File: src/rtl/jp_macro_player.sv
// Joypad script player: replays {buttons, hold frames} entries timed by vblank rising edges and
// passes live pad vectors through when idle. Define JP_MACRO_MERGE_EN to OR live presses into playback.
module jp_macro_player #(
    parameter int NUM_PLAYERS = 2,
    parameter int BTN_W       = 10,
    parameter int DEPTH       = 16,
    parameter int DUR_W       = 16,
    localparam int VEC_W      = NUM_PLAYERS * BTN_W,
    localparam int AW         = $clog2(DEPTH),
    localparam int ENT_W      = VEC_W + DUR_W
) (
    input  logic               i_clk,
    input  logic               i_rst,
    input  logic               i_vblank,
    input  logic [VEC_W-1:0]   i_jp_vec,
    input  logic               i_wr_en,
    input  logic [AW-1:0]      i_wr_addr,
    input  logic [ENT_W-1:0]   i_wr_data,
    input  logic               i_start,
    input  logic               i_stop,
    input  logic               i_loop,
    output logic [VEC_W-1:0]   o_jp_vec,
    output logic               o_busy,
    output logic [AW-1:0]      o_step,
    output logic               o_done
);

    typedef enum logic [2:0] {
        S_IDLE  = 3'd0,
        S_FETCH = 3'd1,
        S_APPLY = 3'd2,
        S_HOLD  = 3'd3,
        S_DONE  = 3'd4
    } state_t;

    state_t             state_q, state_d;
    logic [AW-1:0]      ptr_q, ptr_d;
    logic [DUR_W-1:0]   cnt_q, cnt_d;
    logic [VEC_W-1:0]   out_q, out_d;
    logic               vblank_q;
    logic               vb_rise;
    logic               end_hit;

    logic [ENT_W-1:0]   mem [DEPTH];
    logic [ENT_W-1:0]   rd_q;
    logic [VEC_W-1:0]   rd_btn;
    logic [DUR_W-1:0]   rd_dur;

`ifdef JP_MACRO_MERGE_EN
    logic [VEC_W-1:0]   btn_q, btn_d;
`endif

    // Script RAM: read data is registered and reflects contents before a same-cycle write.
    always_ff @(posedge i_clk) begin
        if (i_wr_en) begin
            mem[i_wr_addr] <= i_wr_data;
        end
        rd_q <= mem[ptr_q];
    end

    assign rd_btn  = rd_q[VEC_W-1:0];
    assign rd_dur  = rd_q[ENT_W-1:VEC_W];
    assign vb_rise = i_vblank & ~vblank_q;

    always_ff @(posedge i_clk or posedge i_rst) begin
        if (i_rst) begin
            state_q  <= S_IDLE;
            ptr_q    <= '0;
            cnt_q    <= '0;
            out_q    <= '0;
            vblank_q <= 1'b0;
`ifdef JP_MACRO_MERGE_EN
            btn_q    <= '0;
`endif
        end else begin
            state_q  <= state_d;
            ptr_q    <= ptr_d;
            cnt_q    <= cnt_d;
            out_q    <= out_d;
            vblank_q <= i_vblank;
`ifdef JP_MACRO_MERGE_EN
            btn_q    <= btn_d;
`endif
        end
    end

    always_comb begin
        state_d = state_q;
        ptr_d   = ptr_q;
        cnt_d   = cnt_q;
        out_d   = out_q;
        end_hit = 1'b0;
`ifdef JP_MACRO_MERGE_EN
        btn_d   = btn_q;
`endif
        case (state_q)
            S_IDLE: begin
                out_d = i_jp_vec;
                if (i_start) begin
                    ptr_d   = '0;
                    state_d = S_FETCH;
`ifdef JP_MACRO_MERGE_EN
                    btn_d   = '0;
`endif
                end
            end
            S_FETCH: begin
                state_d = S_APPLY;
            end
            S_APPLY: begin
                if (rd_dur == '0) begin
                    end_hit = 1'b1;
                end else begin
                    out_d   = rd_btn;
                    cnt_d   = rd_dur;
                    state_d = S_HOLD;
`ifdef JP_MACRO_MERGE_EN
                    btn_d   = rd_btn;
`endif
                end
            end
            S_HOLD: begin
                if (vb_rise) begin
                    if (cnt_q == DUR_W'(1)) begin
                        // Running off the last entry behaves exactly like hitting an end marker.
                        if (ptr_q == AW'(DEPTH - 1)) begin
                            end_hit = 1'b1;
                        end else begin
                            ptr_d   = ptr_q + AW'(1);
                            state_d = S_FETCH;
                        end
                    end else begin
                        cnt_d = cnt_q - DUR_W'(1);
                    end
                end
            end
            S_DONE: begin
                state_d = S_IDLE;
                ptr_d   = '0;
            end
            default: begin
                state_d = S_IDLE;
                ptr_d   = '0;
            end
        endcase

        // A marker at entry 0 never loops, so an empty script cannot spin forever.
        if (end_hit) begin
            if (i_loop && (ptr_q != '0)) begin
                ptr_d   = '0;
                state_d = S_FETCH;
            end else begin
                state_d = S_DONE;
            end
        end

`ifdef JP_MACRO_MERGE_EN
        if (state_q != S_IDLE) begin
            out_d = btn_d | i_jp_vec;
        end
`endif

        if (i_stop) begin
            state_d = S_IDLE;
            ptr_d   = '0;
        end
    end

    assign o_jp_vec = out_q;
    assign o_busy   = (state_q != S_IDLE);
    assign o_step   = ptr_q;
    assign o_done   = (state_q == S_DONE);

endmodule

File: config.mk
export PLATFORM = sky130hd
export DESIGN_NAME = jp_macro_player
export DESIGN_NICKNAME = d
export VERILOG_FILES = /design/src/rtl/jp_macro_player.sv
export SDC_FILE = /design/constraint.sdc
export NUM_CORES = 1
export LEC_CHECK = 0
export CORE_MARGIN = 4
export CORE_UTILIZATION = 45
export CTS_CLUSTER_DIAMETER = 60
export DETAILED_ROUTE_END_ITERATION = 10
export PLACE_DENSITY_LB_ADDON = 0.2
export SLEW_MARGIN = 5
export SYNTH_ARGS = -nofsm -noshare
export SYNTH_HDL_FRONTEND = slang
export SYNTH_SLANG_ARGS = --single-unit
File: constraint.sdc
create_clock -name i_clk -period 4.3 [get_ports i_clk]
set_clock_uncertainty 0.05 [all_clocks]
set_input_delay 0.86 -clock i_clk [delete_from_list [all_inputs] [get_ports i_clk]]
set_output_delay 0.86 -clock i_clk [all_outputs]
set_load 0.005 [all_outputs]
==> out/metrics.yaml, run 1 <==
run_status:
  status: "finished clean"
placement:
  gp_congestion: 0.745
  port_buffers: 92
  dpl.hpwl_um: 28900
sta:
  timing.slew.headroom: 0.220
  min_period_ps: 3130
  slew_viol_final: 0
  fmax_ghz: 0.320
  hold_viol: 0
  grt_setup_unrepaired: "no"
  setup-violations-final: 0
  setup_tns_ps: 0
  min_period_over_period: 0.728
  tightest_slew_ps: 1170
detailed_routing:
  vias_per_cell: 5.75
  drt_iter0_markers: 1036
  dr.pass1.iters: 5
  antenna_left: 0
  wl_um: 51000
  route.detailed.drc: 0
  wl_per_cell_um: 25.2
  num_vias: 11654
finish:
  final_layout_size_suffix_gt1_frac: 0.247
  area_growth_pct: 16.4
  antenna_cells: 0
  nets: 1346
  post-route-util: 0.533
setup_path:
  endpoint: "o_step[0]"
  crit_type: "reg -> out"
  rrSetupSlack_ps: 1570
  startpoint: "o_step[0]"
  cpPeakStageDelay_ps: 980
  worstSetupStartpointType: "register"
  cp.required_ps: 3390
  rr_worst_depth: 6
  path_delay_family: "flip-flops"
  cp_max_fo: 40
  path_depth: 1
  critPathArrivalTime_ps: 2220
  rr_startpoint: "cnt_q[10]"
  critPathBufInv: 1
  endpoint_kind: "primary output"
  crit_path_cell_trace: "clkdlybuf4s50_1"
  cp_slowest_cell: "dfrtp_4"
  crit-reg2reg-capture: "cnt_q[12]"
global_route:
  grt_pass1_vias: 12135
  antenna_found_initial: 1
  busiest_layer: "met2"
  grt_pass1_wl_um: 78400
  use_met2: 0.271
  grt_start_max_net_pins: 45
  use_met1: 0.264
  met3_usage: 0.0372
  grt_use_total: 0.177
  grt_overflow: 0
die:
  die_h_um: 243
  rows: 85
  coreArea_mm2: 0.0542
  start_util: 0.458
  dieArea_mm2: 0.0591
  io_pins: 93
  die_w_um: 243
synthesis:
  syn-instance-count: 1142
  ys_types: 49
  synth_edf_count: 576
  ys.flop_type: "edfxtp_1"
  yosysWarnings: 0
  syn-num-nets: 1213
  yosys_register_bits: 656
  synth_seq_area_share: 0.769
  async_reset_ff_frac: 0.0671
  netlist_area_mm2: 0.0249
  synth_area_per_cell_um2: 21.8
clocking:
  cts_buffers: 67
  hold_buffers: 0
  root_buffer: "clkbuf_16"
  cts_sinks: 656
  clkTransAtPathRegs_ps: 60
  post_cts.repair.setup_buffers: 0
  ctsHtreeMaxLevel: 3
  clock_path_buffers: 3
  postCtsResizedCells: 0
  clock_latency_ps: 590
  cts_tree: "yes"
hold_path:
  hp-class: "reg -> reg"
job:
  max_cap_violations: 0
pwr:
  p_leak_nw: 8.95
  max-vdd-ir-drop_mv: 0.258
  powerDensity_mw_per_mm2: 483
[layout by cell type (no fill, tap or decap), drive strengths merged, types with 7 or more instances in the layout]
master and count:
edfxtp 576, mux4 180, clkbuf 95, clkdlybuf4s50 92
nor2 63, dfrtp 44, dfxtp 36, a21oi 33
buf 31, o21ai 25, clkinv 22, mux2i 21
nor3 18, inv 13, nor4 8, a22oi 8
nand2 7
[synth_stat cells, types with 4 or more instances]
library cell,n,share of area
dfrtp_1,44,0.044
clkbuf_1,36,0.0054
dfxtp_1,36,0.029
o21ai_0,22,0.0044
buf_2,16,0.0032
a21oi_1,33,0.0066
nor3_1,18,0.0036
buf_1,4,0.00060
nor2_1,63,0.0095
nor4_1,8,0.0020
a31oi_1,5,0.0013
nand2_1,7,0.0011
mux4_2,180,0.16
a22oi_1,8,0.0024
ha_1,4,0.0020
mux2i_1,21,0.0085
o22a_1,4,0.0014
edfxtp_1,576,0.70
inv_1,7,0.0011
nand2b_1,4,0.0010
[report_power, final]
part	switching, mW	total, mW	internal [mW]
clock	2.35	5.41	3.06
combinational	0.603	1.13	0.523
sequential	0.197	7.43	7.23
total	3.15	14.0	10.8
[routing by layer]
metal,vias up,wire (um)
met4,2,970
met1,6194,23100
li1,5044,-
met2,341,24100
met5,-,13
met3,73,2870
[cell type report]
cell class,count,area [um2]
clock buffer,95,1870
clock inverter,29,164
fill,4174,25300
inverter,7,26.3
multi-input combinational,420,5600
sequential,656,19100
tap,696,871
timing repair buffer,123,1270
[worst min path at each step]
stage,from,to,slack (ps),depth (start not counted)
floorplan,cnt_q[13],cnt_q[13],440,2
global placement,o_jp_vec[2],o_jp_vec[2],460,2
detailed placement,cnt_q[13],cnt_q[13],460,2
CTS,cnt_q[13],cnt_q[13],480,2
global route,rd_q[16],o_jp_vec[16],500,2
finish,o_jp_vec[2],o_jp_vec[2],470,2
[kinds of logic (layout without fill, tap and decap cells)]
group / after synthesis / in the layout / synth area share
and+or+nand+nor: 126 / 126 / 0.0248
AOI/OAI and AO/OA: 89 / 89 / 0.0213
buffers and inverters: 66 / 254 / 0.0110
adders and majority gates: 4 / 4 / 0.00201
DFF: 656 / 656 / 0.769
muxes: 201 / 201 / 0.172
[stage by stage]
step / setup WS [ps] / cells / hold WS [ps] / cell area [um2] / power [mW]
2_1_floorplan: 230 / 1142 / 437 / 24900 / 8.12
3_3_place_gp: 1190 / 1902 / 460 / 26900 / 8.66
3_5_place_dp: 1110 / 1902 / 463 / 26900 / 8.70
4_1_cts: 1060 / 2026 / 475 / 28900 / 14.1
5_1_grt: 999 / 2026 / 496 / 28900 / 14.6
6_report: 1170 / 2026 / 471 / 28900 / 14.0
[flip-flops by register name (all words and copies together) (netlist names)]
name,count
o_step,4
o_jp_vec,20
vblank_q,1
state_q,3
mem,576
rd_q,36
cnt_q,16
No activity file was read; power rests on OpenSTA's default activity.
==> run 2: changes to the inputs <==
Clock period 4.3 ns to 2.85 ns, I/O delays scaled along.
==> run 2 against run 1 <==
Against the previous run: power increased by 54%; global-route usage grew 0.15 points; non-clock buffer count grew 18; hold slack lost 160 ps; highest routed layer unchanged; register-to-register slack got worse by 1200 ps; largest cell class unchanged; clock power is 59% higher; sequential share of layout area fell by 1.2 points; sequential power grew 51%; flip-flop and latch count unchanged; utilization rose by 0.99 points; combinational power up 54%; worst setup slack worse by 970 ps.
==> out/metrics.yaml, run 2 (synthesis gave the netlist of run 1 again) <==
run_status:
  status: "finished clean"
setup_path:
  rr_worst_depth: 8
  cp.required_ps: 2230
  startpoint: "o_step[1]"
  crit_path_cell_trace: "buf_12 > clkdlybuf4s50_1"
  cp_slowest_cell: "clkdlybuf4s50_1"
  worstSetupStartpointType: "register"
  endpoint_kind: "primary output"
  cpPeakStageDelay_ps: 590
  rrSetupSlack_ps: 370
  endpoint: "o_step[1]"
  rr_startpoint: "cnt_q[1]"
  crit_type: "reg -> out"
  path_depth: 2
  critPathArrivalTime_ps: 2030
  path_delay_family: "buffers and inverters"
  critPathBufInv: 2
  crit-reg2reg-capture: "state_q[1]"
  cp_max_fo: 65
global_route:
  antenna_found_initial: 2
  grt_start_max_net_pins: 66
  grt_use_total: 0.178
  grt_pass1_wl_um: 79400
  grt_overflow: 0
  grt_pass1_vias: 12352
die:
  die_w_um: 243
  rows: 85
  coreArea_mm2: 0.0542
  die_h_um: 243
  dieArea_mm2: 0.0591
  io_pins: 93
  start_util: 0.458
clocking:
  clkTransAtPathRegs_ps: 60
  post_cts.repair.setup_buffers: 0
  postCtsResizedCells: 0
  hold_buffers: 0
  ctsHtreeMaxLevel: 3
  cts_sinks: 656
  root_buffer: "clkbuf_16"
  cts_tree: "yes"
  clock_path_buffers: 3
  clock_latency_ps: 590
  cts_buffers: 71
detailed_routing:
  vias_per_cell: 5.69
  num_vias: 11662
  wl_per_cell_um: 25.2
  antenna_left: 0
  dr.pass1.iters: 5
  route.detailed.drc: 0
  drt_iter0_markers: 1072
  wl_um: 51700
pwr:
  powerDensity_mw_per_mm2: 731
  p_leak_nw: 9.19
  max-vdd-ir-drop_mv: 0.394
  p_total_mw: 21.6
finish:
  final_cell_count_no_fill: 2051
  final_cell_mix: "edfxtp_1 (576), mux4_2 (180), clkdlybuf4s50_1 (92)"
  finalInstanceArea_mm2: 0.0295
  post-route-util: 0.543
  nFillCells: 4102
  largest_reg_flops: 576
  area_growth_pct: 18.6
  regMostFlops: "mem"
  final_layout_size_suffix_gt1_frac: 0.264
  mostFrequentLayoutCell: "edfxtp_1"
  nets: 1368
hold_path:
  hp-class: "in -> async"
sta:
  setup_tns_ps: 0
  fmax_ghz: 0.377
  hold_slack_ps: 307
  tightest_slew_ps: 636
  slew_viol_final: 0
  grt_setup_unrepaired: "no"
  setup-violations-final: 0
  min_period_over_period: 0.930
  hold_viol: 0
  timing.slew.headroom: 0.574
  min_period_ps: 2650
  setup_ws_ps: 200
placement:
  port_buffers: 92
  dp_worst_setup_slack_ps: 223
  dpl_cell_area_mm2: 0.0273
  placed_cells: 1920
  gp_congestion: 0.753
  dpl.hpwl_um: 29400
job:
  max_cap_violations: 0
[run 2: metal layers]
layer | share of wire | global-route usage | up-vias
li1 | - | - | 5099
met1 | 0.46 | 0.263 | 6221
met2 | 0.48 | 0.277 | 254
met3 | 0.047 | 0.0391 | 84
met4 | 0.018 | 0.0421 | 4
met5 | 0.00027 | 0 | -
[run 2: layout make-up]
class	instances	area (um2)	share of cell area
flip-flops and latches	656	19100	0.649
multi-input cells	420	5620	0.191
clock buffers	100	2030	0.0689
repair buffers	141	1610	0.0548
well taps	696	871	0.0296
clock inverters	30	178	0.00603
inverters	7	26.3	0.000892
diodes	1	2.50	0.0000849
[run 2: worst min path at each step]
stage	start	to	slack, ps	depth (start not counted)
after floorplan	cnt_q[13]	cnt_q[13]	440	2
after global placement	rd_q[7]	o_jp_vec[7]	460	2
after detailed placement	o_jp_vec[2]	o_jp_vec[2]	470	2
after CTS	i_rst	o_jp_vec[7]	310	2
after global routing	i_rst	o_jp_vec[7]	360	2
final	i_rst	o_jp_vec[7]	310	2
[run 2: worst register-to-register path, delay by kind of cell (launching register included)]
kind / cells / cell delay, ps
flip-flops: 1 / 400
AO/OA/AOI/OAI: 2 / 600
adder cells (fa/ha/maj): 1 / 140
AND/OR/NAND/NOR: 4 / 1070
buffers and inverters: 1 / 110
[run 2: report_power, final]
group          leakage [nW]  internal (mW)  switching [mW]
registers              6.03           10.9           0.294
logic                  2.08          0.817           0.920
clock network          1.08           4.99            3.62
==> run 3: changes to the inputs <==
Settings changed: HOLD_SLACK_MARGIN set to 0.08.
==> results of run 3 <==
No change in the layout: final DEF, timing and power equal those of run 2.
